File: src/rtl/blink_pkg.sv
// Shared definitions for the blink generator and its start controller.
package blink_pkg;

  typedef enum logic {IDLE, RUN} start_state_t;

  // Smallest r such that 2**r >= n; 0 for n <= 1.
  function automatic int unsigned CeilLog2(input int unsigned n);
    int unsigned r;
    r = 0;
    for (int i = 0; i < 32; i++) begin
      if ((64'd1 << i) < 64'(n)) r = 32'(i + 1);
    end
    return r;
  endfunction

  // Number of clock cycles in period_ms milliseconds at base_clk Hz.
  function automatic int unsigned CountValue(input int unsigned base_clk,
                                             input int unsigned period_ms);
    return base_clk / 1000 * period_ms;
  endfunction

endpackage

File: src/rtl/button_debouncer.sv
// Two-flop synchronizer, stable-time debouncer and one-cycle press pulse for an
// active-low push-button.
module button_debouncer
  import blink_pkg::*;
#(
  parameter int unsigned DEBOUNCE_COUNT = 4,
  parameter int unsigned NBITS_DEBOUNCE = CeilLog2(DEBOUNCE_COUNT) + 1
) (
  input  logic clk,
  input  logic reset,
  input  logic button_n,
  output logic pressPulse
);

  localparam logic [NBITS_DEBOUNCE-1:0] LastCount = NBITS_DEBOUNCE'(DEBOUNCE_COUNT - 1);

  logic                      sync1;
  logic                      btn_s;
  logic                      level;
  logic                      level_prev;
  logic [NBITS_DEBOUNCE-1:0] cnt;

  always_ff @(posedge clk or negedge reset) begin
    if (!reset) begin
      sync1      <= 1'b1;
      btn_s      <= 1'b1;
      level      <= 1'b1;
      level_prev <= 1'b1;
      cnt        <= '0;
      pressPulse <= 1'b0;
    end else begin
      sync1      <= button_n;
      btn_s      <= sync1;
      level_prev <= level;
      // Only a 1 -> 0 transition of the debounced level is a press.
      pressPulse <= level_prev & ~level;
      if (btn_s != level) begin
        if (cnt == LastCount) begin
          level <= btn_s;
          cnt   <= '0;
        end else begin
          cnt <= cnt + 1'b1;
        end
      end else begin
        cnt <= '0;
      end
    end
  end

endmodule

File: src/rtl/blink_start_ctrl.sv
// Toggles the blink generator's start on each debounced button press.
// Define BLINK_AUTO_STOP_EN to stop automatically after BLINK_LIMIT freqIn edges.
module blink_start_ctrl
  import blink_pkg::*;
#(
  parameter int unsigned BASE_CLK       = 50000000,
  parameter int unsigned DEBOUNCE_MS    = 10,
  parameter int unsigned DEBOUNCE_COUNT = CountValue(BASE_CLK, DEBOUNCE_MS),
  parameter int unsigned NBITS_DEBOUNCE = CeilLog2(DEBOUNCE_COUNT) + 1,
  parameter int unsigned BLINK_LIMIT    = 10,
  parameter int unsigned NBITS_BLINK    = CeilLog2(BLINK_LIMIT) + 1
) (
  input  logic                   clk,
  input  logic                   reset,
  input  logic                   button_n,
  input  logic                   freqIn,
  output logic                   start,
  output logic                   pressPulse,
  output logic [NBITS_BLINK-1:0] blinkCount
);

  start_state_t state;

  button_debouncer #(
    .DEBOUNCE_COUNT(DEBOUNCE_COUNT),
    .NBITS_DEBOUNCE(NBITS_DEBOUNCE)
  ) u_debouncer (
    .clk       (clk),
    .reset     (reset),
    .button_n  (button_n),
    .pressPulse(pressPulse)
  );

`ifdef BLINK_AUTO_STOP_EN
  localparam bit AutoStop = (BLINK_LIMIT != 0);
  localparam logic [NBITS_BLINK-1:0] LastBlink =
      AutoStop ? NBITS_BLINK'(BLINK_LIMIT - 1) : '0;

  logic                   freqIn_d;
  logic                   freqIn_rise;
  logic [NBITS_BLINK-1:0] blink_cnt;

  assign freqIn_rise = freqIn & ~freqIn_d;
  assign blinkCount  = blink_cnt;

  always_ff @(posedge clk or negedge reset) begin
    if (!reset) begin
      state     <= IDLE;
      start     <= 1'b0;
      blink_cnt <= '0;
      freqIn_d  <= 1'b0;
    end else begin
      freqIn_d <= freqIn;
      unique case (state)
        IDLE: begin
          if (pressPulse) begin
            state     <= RUN;
            start     <= 1'b1;
            blink_cnt <= '0;
          end
        end
        RUN: begin
          // A press takes priority over a coincident edge, which is then not counted.
          if (pressPulse) begin
            state <= IDLE;
            start <= 1'b0;
          end else if (freqIn_rise) begin
            if (AutoStop && (blink_cnt == LastBlink)) begin
              state <= IDLE;
              start <= 1'b0;
            end
            if (blink_cnt != '1) blink_cnt <= blink_cnt + 1'b1;
          end
        end
        default: begin
          state <= IDLE;
          start <= 1'b0;
        end
      endcase
    end
  end
`else
  localparam int unsigned unused_limit = BLINK_LIMIT;

  logic unused_freq;
  assign unused_freq = freqIn;
  assign blinkCount  = '0;

  always_ff @(posedge clk or negedge reset) begin
    if (!reset) begin
      state <= IDLE;
      start <= 1'b0;
    end else begin
      unique case (state)
        IDLE: begin
          if (pressPulse) begin
            state <= RUN;
            start <= 1'b1;
          end
        end
        RUN: begin
          if (pressPulse) begin
            state <= IDLE;
            start <= 1'b0;
          end
        end
        default: begin
          state <= IDLE;
          start <= 1'b0;
        end
      endcase
    end
  end
`endif

endmodule

File: config.mk
export PLATFORM = sky130hd
export DESIGN_NAME = blink_start_ctrl
export DESIGN_NICKNAME = d
export VERILOG_FILES = /design/src/rtl/blink_pkg.sv /design/src/rtl/button_debouncer.sv /design/src/rtl/blink_start_ctrl.sv
export SDC_FILE = /design/constraint.sdc
export NUM_CORES = 1
export LEC_CHECK = 0
export ABC_AREA = 1
export BUFFER_PORTS_ARGS = -buffer_cell sky130_fd_sc_hd__buf_4
export CORE_ASPECT_RATIO = 0.5
export CORE_UTILIZATION = 55
export CTS_CLUSTER_SIZE = 24
export DETAILED_ROUTE_END_ITERATION = 7
export PLACE_DENSITY = 0.77
export SYNTH_ARGS = -nofsm -noshare
export SYNTH_HDL_FRONTEND = slang
export SYNTH_HIERARCHICAL = 1
export SYNTH_SLANG_ARGS = --single-unit
File: constraint.sdc
create_clock -name clk -period 1.6 [get_ports clk]
set_input_delay 0.16 -clock clk [delete_from_list [all_inputs] [get_ports clk]]
set_output_delay 0.16 -clock clk [all_outputs]
set_load 0.1 [all_outputs]
==> qor.txt <==
area share of the leading cell type in the synthesized netlist: 39.9%
quantity of hold-fixing buffers added after cts: 2
clk sink count: 27
final setup violation count: 0
peak per-stage delay on the critical path: 390 ps
global-route wire length before repair: 4.46 mm
Setup crit end kind: flop
Avg WL per Cell: 11.7 um
Chip Width: 74.5 um
Main synth FF type: sky130_fd_sc_hd__dfrtp_1
max_cap viols: 0
Tightest Hold Check Type: in -> async
setup repair after global routing missed its margin: no
vertical die dimension: 38.2 um
combined area of all synthesized cells: 1440 um2
post-CTS setup buffer count: 0
number of global-route vias before repair: 999
antenna violations before repair: 0
maximum clock path buffer count: 2
post-layout minimum cycle time: 1390 ps
core footprint: 2340 um2
CP Max Fanout: 4
number of antenna cells inserted: 0
share of flip-flops with an asynchronous set or reset: 100%
final clock period utilization by the worst path: 87.1%
clock slew at reported path FFs: 90 ps
Warnings, synthesis: 6
global routing usage summed across all routing layers: 22.8%
clock tree from TritonCTS: done
Peak supply drop: 0.631 mV
depth of the worst register-to-register path: 8
Port Buf Inserts: 4
total negative setup slack: 0 ps
aggregate global routing overflow: 0
crit path kind: reg -> reg
Num CTS Buffers: 3
drc violations: 0
routability-driven placement congestion ratio: 0.864
cell type with the highest aggregate area in the netlist: sky130_fd_sc_hd__dfrtp_1
Leak: 0.687 nW
number of nets in the final layout: 200
arrival time at the worst endpoint: 1560 ps
FP Rows: 12
Synth area leaders: sky130_fd_sc_hd__dfrtp_1, sky130_fd_sc_hd__nor2_1, sky130_fd_sc_hd__nand2_1
root buffer selected by CTS: sky130_fd_sc_hd__clkbuf_8
floorplan die area: 2850 um2
highest attainable clock frequency: 717 MHz
average footprint of a synthesized cell: 7.98 um2
gate count of the mapped netlist: 181
cells traversed along the worst timing path: ha_1 -> nand3_1 -> inv_1 -> nand2_2 -> nor2_4 -> nand3_1 -> nand2_1 -> nor2_2
most used cell along the critical path: sky130_fd_sc_hd__nand3_1
post_cts resized: 0
worst-skew pair later-pin latency: 270 ps
result of the run: finished clean
Worst Clk Skew: 5.12 ps
signed area change from the synthesized netlist to the final layout: 9.19%
pins over their slew limit: 0
largest net degree at the start of global routing: 28
initial standard-cell utilization of the core: 61.6%
placed wire-length estimate after detailed placement: 2.01 mm
level count of the clock H-tree: 1
critical path's slowest cell: sky130_fd_sc_hd__dfrtp_1
register area share after synthesis: 47.1%
Final Util: 67.3%
endpoint required time on the critical path: 1760 ps
category of the worst setup path launch point: flop
Post-synth EDFFs: 0
commonest cells in the synthesized netlist: sky130_fd_sc_hd__nor2_1, sky130_fd_sc_hd__nand2_1, sky130_fd_sc_hd__dfrtp_1
CP delay by family, top: simple AND/OR/NAND/NOR gates
count of vias placed by the detailed router: 1133
share of post-route cells with drive strength above 1: 15.1%
number of violations reported at the end of detailed-routing iteration 0: 81
R2R Path End: u_debouncer/cnt[18]$_DFF_PN0_
Worst R2R Start: u_debouncer/cnt[0]$_DFF_PN0_
count of boundary I/O pins: 11
number of hold-slack violations in the final timing report: 0
reg-to-reg setup timing slack: 210 ps
number of iterations in the first detailed-routing pass: 4
Via-to-Cell Ratio: 4.99
total of flip-flops plus latches after synthesis: 27
number of antenna-violating nets in the routed design: 0
Detailed Route WL: 2.67 mm
distinct cell type count after synthesis: 25
total buffers and inverters traversed by the critical path: 1
total power per unit cell area: 749 nW/um2
cell with the most instances after synthesis: sky130_fd_sc_hd__nor2_1
[where the power goes]
part	switching (mW)	internal, mW
sequential	0.00600	0.693
combinational	0.0826	0.0158
clock	0.209	0.175
[logic make-up (layout without fill, tap and decap cells)]
kind of cell,count (synthesis),count (layout),synth area share (%)
simple gates,110,110,34.2
flops,27,27,47.1
buf+inv,23,30,7.28
compound gates,10,10,3.73
xor+xnor,7,7,4.77
fa+ha+maj,3,3,2.60
other cells,1,5,0.260
[placed cells by master (no fill, tap or decap), types with 2 or more instances in the layout]
| cell | count |
|---|---|
| sky130_fd_sc_hd__nor2_1 | 44 |
| sky130_fd_sc_hd__nand2_1 | 36 |
| sky130_fd_sc_hd__dfrtp_1 | 23 |
| sky130_fd_sc_hd__inv_1 | 17 |
| sky130_fd_sc_hd__nand3_1 | 14 |
| sky130_fd_sc_hd__buf_4 | 6 |
| sky130_fd_sc_hd__conb_1 | 5 |
| sky130_fd_sc_hd__nand2_2 | 5 |
| sky130_fd_sc_hd__nor2_4 | 4 |
| sky130_fd_sc_hd__dfstp_2 | 4 |
| sky130_fd_sc_hd__ha_1 | 3 |
| sky130_fd_sc_hd__clkbuf_8 | 3 |
| sky130_fd_sc_hd__nor2_2 | 3 |
| sky130_fd_sc_hd__a21oi_1 | 3 |
| sky130_fd_sc_hd__xor2_1 | 3 |
| sky130_fd_sc_hd__o21ai_0 | 3 |
| sky130_fd_sc_hd__xnor2_1 | 3 |
| sky130_fd_sc_hd__o21ai_1 | 2 |
| sky130_fd_sc_hd__dlygate4sd3_1 | 2 |
[registers in the layout (all words and copies together), names as in the netlist]
register / flops
start: 1
state: 1
u_debouncer/btn_s: 1
u_debouncer/cnt: 20
u_debouncer/level: 1
u_debouncer/level_prev: 1
u_debouncer/pressPulse: 1
u_debouncer/sync1: 1
[metal layers]
metal | share of wire (%) | global-route usage [%] | up-vias
met2 | 43 | 37.4 | 39
li1 | - | - | 574
met3 | 8.1 | 6.32 | 4
met5 | 0 | 0 | -
met4 | 1.1 | 7.08 | 0
met1 | 48 | 29.8 | 516
[worst max-delay path by stage]
stage	slack (ps)	startpoint	cells past startpoint	end
after global routing	90	u_debouncer/cnt[0]$_DFF_PN0_	8	u_debouncer/cnt[16]$_DFF_PN0_
after detailed placement	230	u_debouncer/cnt[0]$_DFF_PN0_	8	u_debouncer/cnt[16]$_DFF_PN0_
after global placement	250	u_debouncer/cnt[0]$_DFF_PN0_	6	u_debouncer/cnt[0]$_DFF_PN0_
after floorplan	8	u_debouncer/pressPulse$_DFF_PN0_	4	start$_DFFE_PN0P_
final	210	u_debouncer/cnt[0]$_DFF_PN0_	8	u_debouncer/cnt[18]$_DFF_PN0_
after CTS	220	u_debouncer/cnt[0]$_DFF_PN0_	6	u_debouncer/cnt[8]$_DFF_PN0_
[stage by stage]
stage          worst slack, ps  area, um2  power, mW  hold slack (ps)  cells
2_1_floorplan             8.08       1460      0.792             -136    185
3_3_place_gp               247       1510      0.806             88.3    221
3_5_place_dp               234       1510      0.807             91.2    221
4_1_cts                    216       1580       1.19              333    227
5_1_grt                   91.3       1580       1.23              353    227
6_report                   206       1580       1.18              327    227
[layout make-up]
cell class                 instances  area, um2
fill                             203        766
sequential                        27        681
multi-input combinational        135        673
inverter                          18       67.6
timing repair buffer               8       65.1
tap                               35       43.8
clock buffer                       3       41.3
clock inverter                     1       5.00
No activity file was read; power rests on OpenSTA's default activity.
